## src/rtl/wb_stage_if.sv

```systemverilog
// Writeback stage bus bundle.
// Carries the retiring instruction from the memory stage and the resulting
// register-file write port plus its bypass copy.
interface wb_stage_if #(
  parameter int XLEN       = 32,
  parameter int REG_ADDR_W = 5
);
  // memory stage -> writeback stage
  logic                  in_valid;
  logic                  in_reg_wr;
  logic [REG_ADDR_W-1:0] in_rd;
  logic [1:0]            in_wb_sel;
  logic [XLEN-1:0]       in_alu_result;
  logic [XLEN-1:0]       in_mem_rdata;
  logic [2:0]            in_funct3;
  logic [XLEN-1:0]       in_pc_plus_4;

  // writeback stage -> register file and bypass network
  logic                  wr_en;
  logic [REG_ADDR_W-1:0] wr_reg;
  logic [XLEN-1:0]       wr_data;
  logic                  fwd_valid;
  logic [REG_ADDR_W-1:0] fwd_reg;
  logic [XLEN-1:0]       fwd_data;

  // Upstream/consumer side: presents instructions, observes the write port.
  modport master (
    output in_valid, in_reg_wr, in_rd, in_wb_sel,
           in_alu_result, in_mem_rdata, in_funct3, in_pc_plus_4,
    input  wr_en, wr_reg, wr_data, fwd_valid, fwd_reg, fwd_data
  );

  // The writeback stage itself.
  modport slave (
    input  in_valid, in_reg_wr, in_rd, in_wb_sel,
           in_alu_result, in_mem_rdata, in_funct3, in_pc_plus_4,
    output wr_en, wr_reg, wr_data, fwd_valid, fwd_reg, fwd_data
  );
endinterface

```

## src/rtl/wb_stage.sv

```systemverilog
// Writeback stage: picks the result source, aligns and extends load data,
// screens out faulting loads and x0 writes, and registers one retiring
// instruction per cycle onto the register-file write port. Also keeps the
// retired-instruction counter.
module wb_stage #(
  parameter int XLEN       = 32,
  parameter int REG_ADDR_W = 5,
  parameter int CNT_W      = 64
) (
  input  logic             clk,
  input  logic             rst,
  input  logic             flush,
  wb_stage_if.slave        bus,
  output logic             load_fault,
  output logic [CNT_W-1:0] instret
);

  localparam logic [1:0] SEL_ALU = 2'b00;
  localparam logic [1:0] SEL_MEM = 2'b01;
  localparam logic [1:0] SEL_PC4 = 2'b10;

  localparam logic [2:0] F3_LB  = 3'b000;
  localparam logic [2:0] F3_LH  = 3'b001;
  localparam logic [2:0] F3_LW  = 3'b010;
  localparam logic [2:0] F3_LBU = 3'b100;
  localparam logic [2:0] F3_LHU = 3'b101;

  logic [1:0]            lsb;
  logic [7:0]            ld_byte;
  logic [15:0]           ld_half;
  logic [XLEN-1:0]       ld_data;
  logic [XLEN-1:0]       src_data;
  logic                  fault_raw;
  logic                  fault_c;
  logic                  capture_c;

  logic                  wr_en_d,      wr_en_q;
  logic [REG_ADDR_W-1:0] wr_reg_d,     wr_reg_q;
  logic [XLEN-1:0]       wr_data_d,    wr_data_q;
  logic                  load_fault_d, load_fault_q;
  logic                  retire_d,     retire_q;
  logic [CNT_W-1:0]      instret_d,    instret_q;

  assign lsb = bus.in_alu_result[1:0];

  // Load alignment: pull the addressed byte/halfword down to bit 0 and extend.
  always_comb begin
    ld_byte = 8'(bus.in_mem_rdata >> {lsb, 3'b000});
    ld_half = 16'(bus.in_mem_rdata >> {lsb[1], 4'b0000});
    ld_data = bus.in_mem_rdata;
    case (bus.in_funct3)
      F3_LB:   ld_data = {{(XLEN-8){ld_byte[7]}}, ld_byte};
      F3_LBU:  ld_data = {{(XLEN-8){1'b0}}, ld_byte};
      F3_LH:   ld_data = {{(XLEN-16){ld_half[15]}}, ld_half};
      F3_LHU:  ld_data = {{(XLEN-16){1'b0}}, ld_half};
      default: ld_data = bus.in_mem_rdata;
    endcase
  end

  // Source select and fault detection; faults only matter for rd writers.
  always_comb begin
    src_data  = bus.in_alu_result;
    fault_raw = 1'b0;
    case (bus.in_wb_sel)
      SEL_ALU: src_data = bus.in_alu_result;
      SEL_PC4: src_data = bus.in_pc_plus_4;
      SEL_MEM: begin
        src_data = ld_data;
        case (bus.in_funct3)
          F3_LB, F3_LBU: fault_raw = 1'b0;
          F3_LH, F3_LHU: fault_raw = lsb[0];
          F3_LW:         fault_raw = (lsb != 2'b00);
          default:       fault_raw = 1'b1;
        endcase
      end
      default: fault_raw = 1'b1;
    endcase
    fault_c = bus.in_reg_wr & fault_raw;
  end

  // Next-state for the stage register; wr_reg/wr_data hold when no write.
  always_comb begin
    capture_c    = bus.in_valid & ~flush;
    wr_en_d      = capture_c & bus.in_reg_wr & (bus.in_rd != '0) & ~fault_c;
    wr_reg_d     = wr_reg_q;
    wr_data_d    = wr_data_q;
    if (wr_en_d) begin
      wr_reg_d  = bus.in_rd;
      wr_data_d = src_data;
    end
    load_fault_d = capture_c & fault_c;
    retire_d     = capture_c & ~fault_c;
    // The held instruction is counted as it leaves the stage, so a reset
    // while it is held drops its count as well as its write.
    instret_d    = instret_q + CNT_W'(retire_q);
  end

  // Stage register and retired counter; reset wins over everything.
  always_ff @(posedge clk) begin
    if (rst) begin
      wr_en_q      <= 1'b0;
      wr_reg_q     <= '0;
      wr_data_q    <= '0;
      load_fault_q <= 1'b0;
      retire_q     <= 1'b0;
      instret_q    <= '0;
    end else begin
      wr_en_q      <= wr_en_d;
      wr_reg_q     <= wr_reg_d;
      wr_data_q    <= wr_data_d;
      load_fault_q <= load_fault_d;
      retire_q     <= retire_d;
      instret_q    <= instret_d;
    end
  end

  assign bus.wr_en     = wr_en_q;
  assign bus.wr_reg    = wr_reg_q;
  assign bus.wr_data   = wr_data_q;
  assign bus.fwd_valid = wr_en_q;
  assign bus.fwd_reg   = wr_reg_q;
  assign bus.fwd_data  = wr_data_q;
  assign load_fault    = load_fault_q;
  assign instret       = instret_q;

endmodule
```

## src/flat_wrapper.sv

```systemverilog
// flat-port wrapper written by rule: the top's interface ports become plain ports
module wb_stage_flat 
#(
  parameter int XLEN       = 32,
  parameter int REG_ADDR_W = 5,
  parameter int CNT_W      = 64
)
  (clk, rst, flush, load_fault, instret, bus_in_valid, bus_in_reg_wr, bus_in_rd, bus_in_wb_sel, bus_in_alu_result, bus_in_mem_rdata, bus_in_funct3, bus_in_pc_plus_4, bus_wr_en, bus_wr_reg, bus_wr_data, bus_fwd_valid, bus_fwd_reg, bus_fwd_data);
  wb_stage_if #(.XLEN(XLEN), .REG_ADDR_W(REG_ADDR_W)) bus_i ();
  input  logic clk;
  input  logic rst;
  input  logic flush;
  output logic load_fault;
  output logic [CNT_W-1:0] instret;
  input wire logic [$bits(bus_i.in_valid)-1:0] bus_in_valid;
  input wire logic [$bits(bus_i.in_reg_wr)-1:0] bus_in_reg_wr;
  input wire logic [$bits(bus_i.in_rd)-1:0] bus_in_rd;
  input wire logic [$bits(bus_i.in_wb_sel)-1:0] bus_in_wb_sel;
  input wire logic [$bits(bus_i.in_alu_result)-1:0] bus_in_alu_result;
  input wire logic [$bits(bus_i.in_mem_rdata)-1:0] bus_in_mem_rdata;
  input wire logic [$bits(bus_i.in_funct3)-1:0] bus_in_funct3;
  input wire logic [$bits(bus_i.in_pc_plus_4)-1:0] bus_in_pc_plus_4;
  output wire logic [$bits(bus_i.wr_en)-1:0] bus_wr_en;
  output wire logic [$bits(bus_i.wr_reg)-1:0] bus_wr_reg;
  output wire logic [$bits(bus_i.wr_data)-1:0] bus_wr_data;
  output wire logic [$bits(bus_i.fwd_valid)-1:0] bus_fwd_valid;
  output wire logic [$bits(bus_i.fwd_reg)-1:0] bus_fwd_reg;
  output wire logic [$bits(bus_i.fwd_data)-1:0] bus_fwd_data;
  assign bus_i.in_valid = bus_in_valid;
  assign bus_i.in_reg_wr = bus_in_reg_wr;
  assign bus_i.in_rd = bus_in_rd;
  assign bus_i.in_wb_sel = bus_in_wb_sel;
  assign bus_i.in_alu_result = bus_in_alu_result;
  assign bus_i.in_mem_rdata = bus_in_mem_rdata;
  assign bus_i.in_funct3 = bus_in_funct3;
  assign bus_i.in_pc_plus_4 = bus_in_pc_plus_4;
  assign bus_wr_en = bus_i.wr_en;
  assign bus_wr_reg = bus_i.wr_reg;
  assign bus_wr_data = bus_i.wr_data;
  assign bus_fwd_valid = bus_i.fwd_valid;
  assign bus_fwd_reg = bus_i.fwd_reg;
  assign bus_fwd_data = bus_i.fwd_data;
  wb_stage #(.XLEN(XLEN), .REG_ADDR_W(REG_ADDR_W), .CNT_W(CNT_W)) u_core (.clk(clk), .rst(rst), .flush(flush), .bus(bus_i), .load_fault(load_fault), .instret(instret));
endmodule
```

## config.mk

```make
export PLATFORM = sky130hd
export DESIGN_NAME = wb_stage_flat
export DESIGN_NICKNAME = d
export VERILOG_FILES = /design/src/rtl/wb_stage_if.sv /design/src/rtl/wb_stage.sv /design/src/flat_wrapper.sv
export SDC_FILE = /design/constraint.sdc
export NUM_CORES = 1
export LEC_CHECK = 0
export ABC_AREA = 1
export CELL_PAD_IN_SITES_DETAIL_PLACEMENT = 0
export CELL_PAD_IN_SITES_GLOBAL_PLACEMENT = 1
export CORE_MARGIN = 2
export CORE_UTILIZATION = 33
export CTS_BUF_LIST = sky130_fd_sc_hd__clkbuf_4
export DETAILED_ROUTE_END_ITERATION = 10
export PLACE_DENSITY_LB_ADDON = 0.15
export SLEW_MARGIN = 20
export SYNTH_ARGS = -nofsm -noshare
export SYNTH_HDL_FRONTEND = slang
export SYNTH_SLANG_ARGS = --single-unit
```

## constraint.sdc

```tcl
create_clock -name clk -period 5.4 [get_ports clk]
set_clock_uncertainty 0.15 [all_clocks]
set_input_delay 1.08 -clock clk [delete_from_list [all_inputs] [get_ports clk]]
set_output_delay 1.08 -clock clk [all_outputs]
set_load 0.03 [all_outputs]
```

==> metrics.txt <==
Design Power=1.59 mW; crit end category=flip-flop; worst skew pair latency=about 0.5 ns; post-placement cell count=about 1.6k; FMAX=around 330 MHz; Comb power frac=between 20% and 30%; final-report setup violation count=0; xor and xnor area share after synthesis=0.507%; crit-path max FO=26; clock transition at the registers of the reported paths=around 0.19 ns; first-pass GRT wire length=40400 um; capture point of the worst reg-to-reg path=u_core.instret[60]$_SDFF_PP0_; post-route setup slack=2.37 ns; post-synthesis simple-gate area fraction=a little under half; Slew headroom=between 40% and 50%; worst reg-to-reg setup slack=between 3 and 4 ns; sw frac=31.9%; worst hold path class=reg2reg; Yosys top cell area share=around 30%; Die Y=149 um; Leakage Power=approximately 3.4 nW; largest net degree at the start of global routing=69; gpl congestion=between 0.8 and 0.9; post-synthesis cell type count=32; CP Capture Point=u_core.bus.fwd_data[8]$_SDFFE_PP0P_; area leader, netlist=dfxtp_1; R2R Path Start=u_core.instret[0]$_SDFF_PP0_; count leader, synth=nand2_1; worst slack at placement=1.86 ns; Post-Syn Area=approximately 6900 sq um; starting DRC count in detailed routing=455; TNS Setup=0 ns; CTS Buf Count=9; Synth area leaders=dfxtp_1, nand2_1, nor2_1; Layout Cells excl Fill=~1.6k; Layout Area Growth over Synthesis=37.0%; sequential cell area=2080 sq um; yosys warns=0; clock sink total=104; Largest register FFs=between 60 and 70; Switch Pwr=between 0.5 and 0.6 mW; Post-Syn Instances=1154; Worst-Margin Slew=approximately 0.84 ns; cell area after layout=around 9500 sq um; CP Launch Type=input pin; Commonest cells post-synth=nand2_1, nor2_1, a21oi_1, dfxtp_1, nand3_1; Worst R2R Path Depth=9; status=completed; PwrDens=between 150 and 200 nW/um^2; Initial Utilization=between 30% and 40%; Clock Path Buffers=2; core footprint=between 20000 and 25000 sq um; fraction of registers with async set/reset=0%; gr ovfl total=0; Min Hold Slack=around 0.35 ns; Clock power frac=between 20% and 30%; post-CTS resize count=0; compound-gate portion of the synthesized area=around a tenth; Data required, critical path=approximately 5.7 ns; via count=around 8k; H-tree depth=3; Post-CTS Setup Repair Bufs=0; sequential fraction of design power=49.6%; final worst path period share=between 50% and 60%; area occupied by multi-input gates=between 4000 and 5000 sq um; IO Port Bufs=between 200 and 300; Ports=~250; Worst VDD drop=between 0.08 and 0.09 mV; Final Util=a little under half; Hold Violations, Final=0; hold_buf cts=0; largest family of logic cells by synthesized area=simple AND/OR/NAND/NOR gates; overall die area=roughly 22000 sq um; Synth Area in Adders=0.904%; vias in the first global route=7607; post-DP HPWL=21100 um; RSZ-0062 raised after global routing=no; drt pass-1 iters=5; FILL cells=2241; Max Slew Vio Count=0; EDFF count, synth=0; Post-Route WL=26300 um; fin crit period=3.03 ns; share of cells above drive strength 1=under 10%; syn_nets=between 1k and 1.5k; antenna violation net count after detailed routing=0; Top FF cell, synth=dfxtp_1; DRC violations left=0; Internal=~1.1 mW; CP startpoint=bus_in_wb_sel[1]; CTS tree=done; Seq cells post-synth=~100; initial antenna violation count=1; wire per inst=16.2 um; crit path kind=in2reg; Layout Nets=around 1.5k; Avg Inst Size Synth=5.99 sq um; max-cap violations=0; aggregate global-route resource usage=a little under a quarter; sequential area share after synthesis=about 30%; mux contribution to synthesized area=0%; CP arrival=roughly 3.3 ns; Root Driver=clkbuf_4; Area after DPL=~9300 sq um; drt via density=roughly 4.8; Placement Rows=52; die width=roughly 150 um
-- critical path, cell delays in order --
cell             delay [ns]
clkdlybuf4s50_1        0.43
inv_1                  0.09
ha_1                   0.44
clkinv_1               0.68
a21oi_1                0.31
nand2_1                0.09
nand2_1                0.09
nand3_1                0.07
nand2_1                0.06
-- final cells by class --
type	count	share of cell area, %
Antenna cell	1	0.0264
Multi-Input combinational cell	899	42.8
Inverter	73	2.92
Clock buffer	9	0.713
Timing Repair Buffer	259	27.1
Clock inverter	7	0.898
Tap cell	270	3.56
Sequential cell	104	22.0
-- how the worst min path moves through the flow --
stage                                          from                              endpoint  slack, ns  cells past startpoint
2_1_floorplan            u_core.retire_q$_SDFF_PP0_          u_core.instret[0]$_SDFF_PP0_       0.37                      3
4_1_cts          u_core.bus.fwd_reg[1]$_SDFFE_PP0P_    u_core.bus.fwd_reg[1]$_SDFFE_PP0P_       0.35                      2
3_3_place_gp     u_core.bus.fwd_reg[3]$_SDFFE_PP0P_    u_core.bus.fwd_reg[3]$_SDFFE_PP0P_       0.32                      2
5_1_grt        u_core.bus.fwd_data[23]$_SDFFE_PP0P_  u_core.bus.fwd_data[23]$_SDFFE_PP0P_       0.37                      2
6_report         u_core.bus.fwd_reg[1]$_SDFFE_PP0P_    u_core.bus.fwd_reg[1]$_SDFFE_PP0P_       0.35                      2
3_5_place_dp     u_core.bus.fwd_reg[3]$_SDFFE_PP0P_    u_core.bus.fwd_reg[3]$_SDFFE_PP0P_       0.33                      2
-- kinds of logic (layout without fill, tap and decap cells) --
kind of cell             after synthesis  in the layout
XOR/XNOR                               4              4
AND/OR/NAND/NOR                      746            746
AO/OA/AOI/OAI                        144            144
flip-flops                           104            104
other                                  0              1
buffers and inverters                151            348
adder cells (fa/ha/maj)                5              5
-- layer usage --
| metal | wire length, um | GRT usage [%] |
|---|---|---|
| met1 | 10500 | 27.7 |
| met2 | 13200 | 43.1 |
| met3 | 1870 | 4.71 |
| met4 | 723 | 8.19 |
| met5 | 0 | 0 |
-- power groups by stage --
stage / Clock, mW / Combinational, mW / Sequential (mW)
3_3_place_gp: 0 / 0.341 / 0.805
5_1_grt: 0.502 / 0.369 / 0.791
4_1_cts: 0.479 / 0.341 / 0.789
3_5_place_dp: 0 / 0.340 / 0.805
2_1_floorplan: 0 / 0.169 / 0.822
6_report: 0.462 / 0.340 / 0.789
-- cells in the final DEF, fill, tap and decap left out, drive strengths merged --
cell             n
o21a             1
o22ai            2
clkdlybuf4s50  250
nor3b            1
ha               5
o21ai           34
diode            1
xnor2            2
xor2             2
bufinv           1
or2             38
nand3b           1
nor3             3
a21oi          107
nand3           80
buf              9
dfxtp          104
nand4           17
nor2           223
clkinv           4
inv             75
nand2          383
clkbuf           9
Power figures use the tool's default switching activity.
